`config.mk`:
```
export PLATFORM = sky130hd
export DESIGN_NAME = alu_op_sequencer
export DESIGN_NICKNAME = d
export VERILOG_FILES = /design/src/rtl/alu_pkg.sv /design/src/rtl/alu_op_sequencer.sv
export SDC_FILE = /design/constraint.sdc
export NUM_CORES = 1
export LEC_CHECK = 0
export ABC_AREA = 1
export BUFFER_PORTS_ARGS = -buffer_cell sky130_fd_sc_hd__buf_4
export CAP_MARGIN = 20
export CELL_PAD_IN_SITES_DETAIL_PLACEMENT = 0
export CELL_PAD_IN_SITES_GLOBAL_PLACEMENT = 1
export CORE_MARGIN = 2
export CORE_UTILIZATION = 30
export DETAILED_ROUTE_END_ITERATION = 8
export PLACE_DENSITY = 0.6
export SLEW_MARGIN = 20
export SYNTH_ARGS = -nofsm -noshare
export SYNTH_HDL_FRONTEND = slang
export SYNTH_SLANG_ARGS = --single-unit
```
`constraint.sdc`:
```
create_clock -name clk_i -period 3.58 [get_ports clk_i]
set_input_delay 0.716 -clock clk_i [delete_from_list [all_inputs] [get_ports clk_i]]
set_output_delay 0.716 -clock clk_i [all_outputs]
set_load 0.02 [all_outputs]
```
`src/rtl/alu_pkg.sv`:
```
// Shared types for the ALU operation sequencer: ALU operator codes,
// command encodings and sequencer FSM states.
package alu_pkg;

    typedef enum logic [1:0] {
        ALU_ADD = 2'b00,
        ALU_SUB = 2'b01
    } alu_op_e;

    typedef enum logic [1:0] {
        CMD_ADD = 2'b00,
        CMD_SUB = 2'b01,
        CMD_MUL = 2'b10,
        CMD_ILL = 2'b11
    } seq_cmd_e;

    typedef enum logic [1:0] {
        IDLE = 2'b00,
        EXEC = 2'b01,
        MUL  = 2'b10,
        DONE = 2'b11
    } seq_state_e;

endpackage

```
`src/rtl/alu_op_sequencer.sv`:
```
// Drives an external ALU for ADD/SUB (one pass) and MUL (shift-add loop).
// Define ALU_SEQ_EARLY_EXIT_EN to stop MUL once the remaining multiplier is zero.
module alu_op_sequencer
    import alu_pkg::*;
#(
    parameter int SIZE = 7
) (
    input  logic            clk_i,
    input  logic            rst_i,
    input  logic            req_valid_i,
    output logic            req_ready_o,
    input  logic [1:0]      req_op_i,
    input  logic [SIZE:0]   req_a_i,
    input  logic [SIZE:0]   req_b_i,
    output logic [1:0]      alu_operator_o,
    output logic [SIZE:0]   alu_operand_a_o,
    output logic [SIZE:0]   alu_operand_b_o,
    input  logic [SIZE:0]   alu_result_i,
    output logic            rsp_valid_o,
    input  logic            rsp_ready_i,
    output logic [SIZE:0]   rsp_result_o,
    output logic            rsp_err_o
);

    localparam int CW = $clog2(SIZE + 2);
    localparam logic [CW-1:0] LAST_STEP = CW'(SIZE);

    seq_state_e     state, state_n;
    seq_cmd_e       op_q, op_n;
    logic [SIZE:0]  a_q, a_n, b_q, b_n;
    logic [SIZE:0]  acc, acc_n, mcand, mcand_n, mplier, mplier_n;
    logic [CW-1:0]  cnt, cnt_n;
    logic           req_ready, req_ready_n;
    logic           rsp_valid, rsp_valid_n;
    logic [SIZE:0]  rsp_result, rsp_result_n;
    logic           rsp_err, rsp_err_n;
    alu_op_e        alu_op;
    logic [SIZE:0]  opnd_a, opnd_b;

    logic [SIZE:0]  acc_step, mplier_sh;
    logic           mul_last;

    assign acc_step  = mplier[0] ? alu_result_i : acc;
    assign mplier_sh = mplier >> 1;

`ifdef ALU_SEQ_EARLY_EXIT_EN
    assign mul_last = (cnt == LAST_STEP) || (mplier_sh == '0);
`else
    assign mul_last = (cnt == LAST_STEP);
`endif

    always_ff @(posedge clk_i or posedge rst_i) begin
        if (rst_i) begin
            state      <= IDLE;
            op_q       <= CMD_ADD;
            a_q        <= '0;
            b_q        <= '0;
            acc        <= '0;
            mcand      <= '0;
            mplier     <= '0;
            cnt        <= '0;
            req_ready  <= 1'b0;
            rsp_valid  <= 1'b0;
            rsp_result <= '0;
            rsp_err    <= 1'b0;
        end else begin
            state      <= state_n;
            op_q       <= op_n;
            a_q        <= a_n;
            b_q        <= b_n;
            acc        <= acc_n;
            mcand      <= mcand_n;
            mplier     <= mplier_n;
            cnt        <= cnt_n;
            req_ready  <= req_ready_n;
            rsp_valid  <= rsp_valid_n;
            rsp_result <= rsp_result_n;
            rsp_err    <= rsp_err_n;
        end
    end

    always_comb begin
        state_n      = state;
        op_n         = op_q;
        a_n          = a_q;
        b_n          = b_q;
        acc_n        = acc;
        mcand_n      = mcand;
        mplier_n     = mplier;
        cnt_n        = cnt;
        rsp_valid_n  = rsp_valid;
        rsp_result_n = rsp_result;
        rsp_err_n    = rsp_err;
        alu_op       = ALU_ADD;
        opnd_a       = '0;
        opnd_b       = '0;

        case (state)
            IDLE: begin
                if (req_valid_i && req_ready) begin
                    op_n = seq_cmd_e'(req_op_i);
                    a_n  = req_a_i;
                    b_n  = req_b_i;
                    case (seq_cmd_e'(req_op_i))
                        CMD_ADD, CMD_SUB: state_n = EXEC;
                        CMD_MUL: begin
                            acc_n    = '0;
                            mcand_n  = req_a_i;
                            mplier_n = req_b_i;
                            cnt_n    = '0;
                            state_n  = MUL;
                        end
                        default: begin
                            rsp_result_n = '0;
                            rsp_err_n    = 1'b1;
                            rsp_valid_n  = 1'b1;
                            state_n      = DONE;
                        end
                    endcase
                end
            end
            EXEC: begin
                alu_op       = (op_q == CMD_SUB) ? ALU_SUB : ALU_ADD;
                opnd_a       = a_q;
                opnd_b       = b_q;
                rsp_result_n = alu_result_i;
                rsp_valid_n  = 1'b1;
                state_n      = DONE;
            end
            MUL: begin
                // ALU always computes acc+mcand; the sum is kept only when the multiplier bit is set
                opnd_a   = acc;
                opnd_b   = mcand;
                acc_n    = acc_step;
                mcand_n  = mcand << 1;
                mplier_n = mplier_sh;
                cnt_n    = cnt + CW'(1);
                if (mul_last) begin
                    rsp_result_n = acc_step;
                    rsp_valid_n  = 1'b1;
                    state_n      = DONE;
                end
            end
            DONE: begin
                if (rsp_ready_i) begin
                    rsp_valid_n = 1'b0;
                    rsp_err_n   = 1'b0;
                    state_n     = IDLE;
                end
            end
            default: state_n = IDLE;
        endcase

        req_ready_n = (state_n == IDLE);
    end

    assign req_ready_o     = req_ready;
    assign rsp_valid_o     = rsp_valid;
    assign rsp_result_o    = rsp_result;
    assign rsp_err_o       = rsp_err;
    assign alu_operator_o  = alu_op;
    assign alu_operand_a_o = opnd_a;
    assign alu_operand_b_o = opnd_b;

endmodule
```
* After elaboration in Yosys (flattened, before gate mapping)
Cells that the tools add are included.
** Cells by class
- Reductions and logical operators :: 14
- Add/sub/neg operators :: 1
- Eq/ne operators :: 12
- Multiplexer cells :: 32
** Operator list (count)
- $mux W8 :: 10
- $pmux W8 S2 :: 5
- $pmux W8 S3 :: 1
- $reduce_and A4 Y1 :: 3
- $mux W4 :: 2
- $ne A2 B2 Y1 const B :: 4
- $pmux W2 S4 :: 1
- $pmux W4 S2 :: 1
- $eq A2 B1 Y1 const B :: 3
- $eq A2 B2 Y1 const B :: 3
- $logic_not A2 Y1 :: 3
- $mux W1 :: 6
- $mux W2 :: 3
- $add A4 B1 Y4 const B :: 1
- $eq A4 B3 Y1 const B :: 1
- $pmux W1 S4 :: 1
- $pmux W2 S2 :: 1
- $reduce_bool A2 Y1 :: 2
- $reduce_and A3 Y1 :: 1
- $reduce_bool A3 Y1 :: 1
- $reduce_or A3 Y1 :: 1
- $ne A2 B1 Y1 const B :: 1
- $pmux W1 S2 :: 1
- $reduce_and A2 Y1 :: 1
- 2 further kinds :: 2
** Storage, ports and cells
- Word-level logic and storage cells :: 71
- Bits of input ports :: 30
- Register bits after elaboration :: 59
- Output and inout bits :: 29

* Depth between registers and ports, before layout
Gate-level depths: netlist (run 1).
- Depth after elaboration :: 6
- Mapped depth :: 11
- Gate-level depth less buffers :: 9

* Worst setup path after synthesis (run 1)
Ideal clock, no wire load.
- Path kind :: register to output
- Start point :: register state[0]
- End point :: output alu_operand_a_o[0]
- Path buffers :: 2
- Data required time :: 2.864 ns
- Setup slack :: 1.342 ns
- Cell stages (with the launch flop) :: 7
- Arrival :: 1.522 ns
- Cell sequence :: dfrtp_1 inv_1 ha_1 buf_2 inv_1 clkbuf_1 a21oi_1
** Between the ends
- Word-level cells in the longest chain between the ends :: 2
- Elaborated cells on any way between the ends :: 3
- Classes of those cells :: eq/ne (2); mux (1)
** RTL lines
- start, declared :: RTL line alu_op_sequencer.sv:28 : seq_state_e state, state_n;
- start signal, assigned :: RTL line alu_op_sequencer.sv:67 : state <= state_n;
- $eq A2 B2 Y1 / $eq A2 B1 Y1 (equally long branches) :: RTL line alu_op_sequencer.sv:98 : case (state)
- $pmux W8 S2 (*) :: RTL line alu_op_sequencer.sv:98
- end, declared :: RTL line alu_op_sequencer.sv:16 : output logic [SIZE:0] alu_operand_a_o,
Mark *: on every way between the ends. The rest lies on a longest branch, timed or not.

* Worst setup path in the final report (run 1)
- Start point :: register state[1]
- End point :: output alu_operand_a_o[6]
Same word-level chain as after synthesis.

==> out/results.md, run 1 <==
* Post-CTS Repair Setup Buffers: 0
* cell-internal power: 1910 uW
* CTS tree: built
* setup repair after global routing missed its margin: false
* io pins: 59
* highest-count cells in the layout ignoring fill and taps: nand2_1 (171), buf_4 (65), dfrtp_1 (59)
* total of buffers placed on input and output ports: 57
* initial antenna violation count: 0
* Seq cells post-synth: 59
* Clock Latency Late Sink: 340 ps
* aggregate routed wire length: 8120 um
* average wire per standard cell: 13.6 um
* Clk network pwr share: 22.3%
* violation count after the first detailed-route iteration: 107
* beginning of the worst register-to-register path: state[0]
* average via count per standard cell: 4.47
* gp weighted congestion: 0.781
* status: finished, final reports clean
* kind of launch point of the worst setup path: flip-flop
* switching part of the total power: 44.0%
* Tcrit/Tclk final: 80.2%
* transition time at the pin with the least slew margin: 682 ps
* proportion of power drawn by flip-flops and latches: 32.1%
* timing-limited maximum frequency: 0.348 GHz
* most common cell after layout, fill and taps aside: nand2_1
* maximum capacitance violations: 0
* Post-Route Setup TNS: 0 ps
* Final Util: 37.7%
* CTS H-tree lvls: 3
* Mapped Area: 3090 um^2
* leakage component of the power: 0.00192 uW
* Register-to-Register Path Depth: 8
* die extent in x: 105 um
* number of hold-slack violations in the final timing report: 0
* Worst Hold Class: input pin to async pin
* final-report max-slew violation count: 0
* wire length of the first global-routing pass: 13,500 um
* clock skew after layout: 13.4 ps
* required time worst endpoint: 2860 ps
* crit path capture type: output pin
* average cell area after synthesis: 7.65 um^2
* max-slew headroom at the worst pin: 54.5%
* Resize count post-CTS: 0
* clock input transition at the sequential cells of the worst setup and hold paths: 70 ps
* via total after detailed routing: 2,667
* net switching power: 1500 uW
* worst reg2reg endpoint: req_ready_o
* total die area: 11,100 um^2
* fraction of layout cells with a size suffix above 1: 20.2%
* Max rail drop VDD: 0.324 mV
* filler cell count in the final layout: 1,075
* DRC errors left: 0
* Worst Path Class, Setup: flip-flop to output pin
* total routing resource utilization after global routing: 15.6%
* Num CTS Buffers: 9
* number of global-route vias before repair: 2,620
* syn_nets: 439
* diode count: 0
* layout overhead on the synthesized area: 23.6%
* CTS max path bufs: 2
* iteration count of the initial detailed-routing pass: 4
* Core Region: 10,100 um^2
* CTS root buffer: clkbuf_8
* post-synthesis instance total: 404
* number of nets with antenna violations after detailed routing: 0
* Yosys cell types: 27
* data arrival at the endpoint of the critical path: 2160 ps
* Gate power share: 45.6%
* global route overflow: 0
* largest net degree at the start of global routing: 56
* biggest fanout along the worst timing path: 17
* sequential cell area fraction in the yosys report: 47.8%
* chip height: 105 um
* Hold Buf Count CTS: 0
* power density over the cells: 895 nW/um^2
* Starting Density: 30.5%
* worst reg2reg setup slack: 1480 ps
* number of clock sinks seen by CTS: 59
* detailed placer's ending HPWL: 5820 um
* FP Rows: 37
* # setup viols final: 0
* minimum period implied by the final worst setup slack: 2870 ps
* number of warnings printed during yosys synthesis: 0
* number of nets in the layout: 491
## synthesized netlist by cell type (all sizes together)
master,number,area (um^2)
o21ai,57,293
inv,30,113
buf,22,170
nor3,1,5.00
o31ai,1,7.51
dfrtp,59,1480
ha,5,62.6
clkbuf,2,7.51
nand4,2,12.5
nand3,7,35.0
nand2,174,666
a21boi,5,37.5
o211ai,1,21.3
nor2,18,77.6
conb,1,3.75
or2,1,6.26
o21a,2,15.0
a21oi,16,80.1
## cell type report
type                    count  area, um^2  area share, %
flip-flops and latches     59        1480           38.7
multi-input cells         291        1320           34.6
repair buffers             65         488           12.8
well taps                 136         170           4.46
clock buffers               9         124           3.24
clock inverters             7         124           3.24
inverters                  30         113           2.95
## metrics by stage
step	worst slack [ps]	total power, uW	hold WS [ps]	cell area [um^2]	std cells
6_report	708	3420	400	3820	597
5_1_grt	557	3740	448	3820	597
4_1_cts	668	3470	417	3820	597
3_5_place_dp	1040	2700	460	3570	581
3_3_place_gp	1130	2680	461	3570	581
2_1_floorplan	1340	2300	442	3090	404
## routing by layer
| layer | GRT usage (%) | share of wire, % | vias to the layer above |
|---|---|---|---|
| met5 | 0 | 0 | - |
| met4 | 5.43 | 1.3 | 0 |
| met3 | 2.47 | 4.0 | 9 |
| met2 | 25.3 | 48 | 63 |
| met1 | 21.1 | 47 | 1222 |
| li1 | - | - | 1373 |
## worst max-delay path: stages (launching register included)
cell and delay, ps:
dfrtp_1 430, inv_1 100, ha_1 600, buf_4 300
nand2_1 70, a21oi_1 160, buf_4 170
## worst max path at each step
| stage | start | to |
|---|---|---|
| 2_1_floorplan | state[0] | alu_operand_a_o[0] |
| 3_3_place_gp | state[1] | alu_operand_a_o[6] |
| 3_5_place_dp | state[1] | alu_operand_a_o[6] |
| 4_1_cts | state[1] | alu_operand_a_o[6] |
| 5_1_grt | state[1] | alu_operand_a_o[6] |
| 6_report | state[1] | alu_operand_a_o[6] |
## state kept, by name, summed over array words and instances (netlist names)
name	count
req_ready_o	1
b_q	8
a_q	8
state	2
cnt	4
mplier	8
acc	8
rsp_result_o	8
rsp_valid_o	1
mcand	8
op_q	2
rsp_err_o	1
## cells by family after synthesis
| group | synth area share (%) |
|---|---|
| compound gates | 14.7 |
| other cells | 0.121 |
| fa+ha+maj | 2.03 |
| simple gates | 26.0 |
| flops | 47.8 |
| buf+inv | 9.40 |
## power by group through the flow
stage | registers, uW | clock network (uW) | logic [uW]
2_1_floorplan | 1080 | 0 | 1220
3_3_place_gp | 1110 | 0 | 1580
3_5_place_dp | 1110 | 0 | 1590
4_1_cts | 1100 | 778 | 1590
5_1_grt | 1140 | 816 | 1790
6_report | 1100 | 762 | 1560
Power figures use the tool's default switching activity.
==> run 2: changes to the inputs <==
--- a/config.mk
+++ b/config.mk
@@ -5,7 +5,7 @@
 export SDC_FILE = /design/constraint.sdc
 export NUM_CORES = 1
 export LEC_CHECK = 0
-export ABC_AREA = 1
+export ABC_AREA = 0
 export BUFFER_PORTS_ARGS = -buffer_cell sky130_fd_sc_hd__buf_4
 export CAP_MARGIN = 20
 export CELL_PAD_IN_SITES_DETAIL_PLACEMENT = 0
@@ -13,7 +13,7 @@
 export CORE_MARGIN = 2
 export CORE_UTILIZATION = 30
 export DETAILED_ROUTE_END_ITERATION = 8
-export PLACE_DENSITY = 0.6
+export PLACE_DENSITY = 0.58
 export SLEW_MARGIN = 20
 export SYNTH_ARGS = -nofsm -noshare
 export SYNTH_HDL_FRONTEND = slang
==> constraint.sdc (replaced) <==
create_clock -name clk_i -period 3 [get_ports clk_i]
set_input_delay 0.6 -clock clk_i [delete_from_list [all_inputs] [get_ports clk_i]]
set_output_delay 0.6 -clock clk_i [all_outputs]
set_load 0.02 [all_outputs]
==> run 2 against run 1 <==
  * Synthesized area fell by 1.8%
  * Final cell count is 17% lower
  * Die area down 1.8%
  * Worst hold slack worse by 14 ps
  * Clock skew fell by 6.2 ps
  * Sequential power rose by 25%
  * Non-clock buffer count rose by 1
  * Critical endpoint is now alu_operand_a_o[4]
==> out/results.md, run 2 <==
* status: finished, final reports clean
* number of nets in the layout: 392, -20%
* most common cell after layout, fill and taps aside: buf_4
* Seq cells post-synth: 59, unchanged
* average cell area after synthesis: 10.1 um^2, +32%
* Max rail drop VDD: 0.451 mV, +39%
* final-report max-slew violation count: 0, unchanged
* Critical Path Source: state[0]
* diode count: 0, unchanged
* highest routing layer actually used: met4
* sequential cell area fraction in the yosys report: 48.7%, +0.89 points
* aggregate routed wire length: 7750 um, -4.5%
* Final Total Pwr: 4300 uW, +26%
* top post-synthesis cells by count: dfrtp_1 (59), nand2_1 (43), nor2b_1 (25)
* Post-CTS Repair Setup Buffers: 0, unchanged
* number of flops mapped to enable cells by yosys: 0, unchanged
* Starting Density: 31.0%, +0.56 points
* filler cell count in the final layout: 1,003, -6.7%
* Core Region: 9770 um^2, -3.6%
* prevailing post-synth register cell: dfrtp_1
* power density over the cells: 1120 nW/um^2, +25%
* global route overflow: 0, unchanged
* largest net degree at the start of global routing: 45, -20%
* required time worst endpoint: 2400 ps, -460 ps
* wire length of the first global-routing pass: 13,000 um, -3.8%
* dpl ws: 759 ps, -282 ps
* Mapped Area: 3030 um^2, -1.8%
* beginning of the worst register-to-register path: state[1]
* number of hold-slack violations in the final timing report: 0, unchanged
* Yosys cell types: 41, +52%
* total routing resource utilization after global routing: 15.1%, -0.47 points
* Hold Buf Count CTS: 0, unchanged
* highest-count cells in the layout ignoring fill and taps: buf_4 (65), dfrtp_1 (59), nand2_1 (43)
* biggest fanout along the worst timing path: 18, +1
* average via count per standard cell: 4.86, +8.7%
* die extent in x: 105 um, -0.88%
* asr flop ratio synth: 100%, unchanged
* Yosys top cell area share: 48.7%, +0.89 points
* iteration count of the initial detailed-routing pass: 4, unchanged
* clock input transition at the sequential cells of the worst setup and hold paths: 70 ps, about the same
* fraction of layout cells with a size suffix above 1: 30.1%, +9.9 points
* Worst Path Class, Setup: flip-flop to output pin
* detailed placer's ending HPWL: 5400 um, -7.1%
* syn_nets: 336, -23%
* CTS tree: built
* leakage component of the power: 0.00172 uW, -10%
* crit path capture type: output pin
* kind of launch point of the worst setup path: flip-flop
* CTS root buffer: clkbuf_8
* post-synthesis instance total: 301, -25%
* Post-Route Setup TNS: 0 ps, unchanged
* most used standard cell by instance count after synthesis: dfrtp_1
* Num CTS Buffers: 9, unchanged
* least setup slack across all paths after layout: 506 ps, -202 ps
* layout overhead on the synthesized area: 26.4%
* io pins: 59, unchanged
* transition time at the pin with the least slew margin: 786 ps, +104 ps
* number of nets with antenna violations after detailed routing: 0, unchanged
* number of warnings printed during yosys synthesis: 0, unchanged
* Final Util: 39.2%, +1.6 points
* DRC errors left: 0, unchanged
* number of clock sinks seen by CTS: 59, unchanged
* length of routed wiring on met1: 3580 um, -6.4%
* number of global-route vias before repair: 2,447, -6.6%
* max-slew headroom at the worst pin: 47.6%, -7.0 points
* maximum capacitance violations: 0, unchanged
* setup repair after global routing missed its margin: false
* worst reg2reg setup slack: 790 ps, -690 ps
* Register-to-Register Path Depth: 5, -3
* violation count after the first detailed-route iteration: 105, -1.9%
* Resize count post-CTS: 0, unchanged
* worst reg2reg endpoint: mplier[3]
* Clock Latency Late Sink: 330 ps, about the same
* Tcrit/Tclk final: 83.1%
* average wire per standard cell: 15.7 um, +15%
* FP Rows: 36, -2.7%
* Yosys top cell by area: dfrtp_1
* length of routed met2 wiring: 3730 um, -3.5%
* total die area: 10,900 um^2, -1.8%
* via total after detailed routing: 2,404, -9.9%
* chip height: 105 um, -0.88%
* gp weighted congestion: 0.773, -1.0%
* minimum period implied by the final worst setup slack: 2490 ps
* data arrival at the endpoint of the critical path: 1890 ps, -270 ps
* timing-limited maximum frequency: 0.401 GHz
* clock skew after layout: 7.18 ps, -6.23 ps
* cell types occupying the most area after synthesis: dfrtp_1 (49%), mux2_2 (8.9%), nand2_1 (5.3%)
* initial antenna violation count: 0, unchanged
* endpoint of the worst setup timing path: alu_operand_a_o[4]
* met3 wire len: 319 um, -2.4%
* total of buffers placed on input and output ports: 57, unchanged
* Worst Hold Class: input pin to async pin
* # setup viols final: 0, unchanged
* CTS max path bufs: 2, unchanged
* CTS H-tree lvls: 3, unchanged
-- run 2: cell count changes after synthesis, sizes merged, moves of 6 or more --
cell | before | now
buf | 22 | 7
nand2 | 174 | 43
mux2 | 0 | 25
nor2 | 18 | 10
a32oi | 0 | 8
nor2b | 0 | 25
clkbuf | 2 | 14
o32ai | 0 | 6
o21ai | 57 | 22
a22oi | 0 | 16
mux2i | 0 | 7
inv | 30 | 7
-- run 2: per-layer routing --
metal,vias up,track usage [%]
li1,1187,-
met1,1159,20.0
met2,46,23.9
met3,12,3.12
met4,0,6.76
met5,-,0
-- run 2: logic make-up after synthesis --
group	Yosys count	synth area share (%)
buffers and inverters	28	3.71
multiplexers	32	11.6
adder cells (fa/ha/maj)	5	2.06
other	1	0.124
AND/OR/NAND/NOR	97	16.3
flip-flops	59	48.7
AO/OA/AOI/OAI	79	17.5
-- run 2: worst max-delay path, cell delays in order, from the launching register on --
cell	delay [ps]
dfrtp_1	410
inv_1	90
ha_1	670
nor2b_1	230
buf_4	160
-- run 2: per-stage QoR --
step	cell area (um^2)	cells	hold slack (ps)
CTS	3830	495	485
global placement	3620	479	462
detailed placement	3620	479	469
floorplan	3030	301	447
global route	3830	495	447
finish	3830	495	386
-- run 2: layout make-up --
type	count	area, um^2	area share, %
well taps	133	166	4.34
inverters	7	27.5	0.718
flip-flops and latches	59	1480	38.5
clock inverters	5	77.6	2.02
repair buffers	66	508	13.3
clock buffers	11	131	3.43
multi-input cells	214	1450	37.7
-- run 2: worst min path at each step --
stage                     start     endpoint  slack, ps
floorplan               op_q[1]      op_q[1]        450
global placement        op_q[1]      op_q[1]        460
detailed placement  rsp_valid_o  rsp_valid_o        470
CTS                 rsp_valid_o  rsp_valid_o        480
global route              rst_i       b_q[3]        450
finish                    rst_i       b_q[3]        390
-- run 2: report_power, final --
group	switching (uW)	internal (uW)
registers	242	1140
logic	1190	937
clock network	324	466
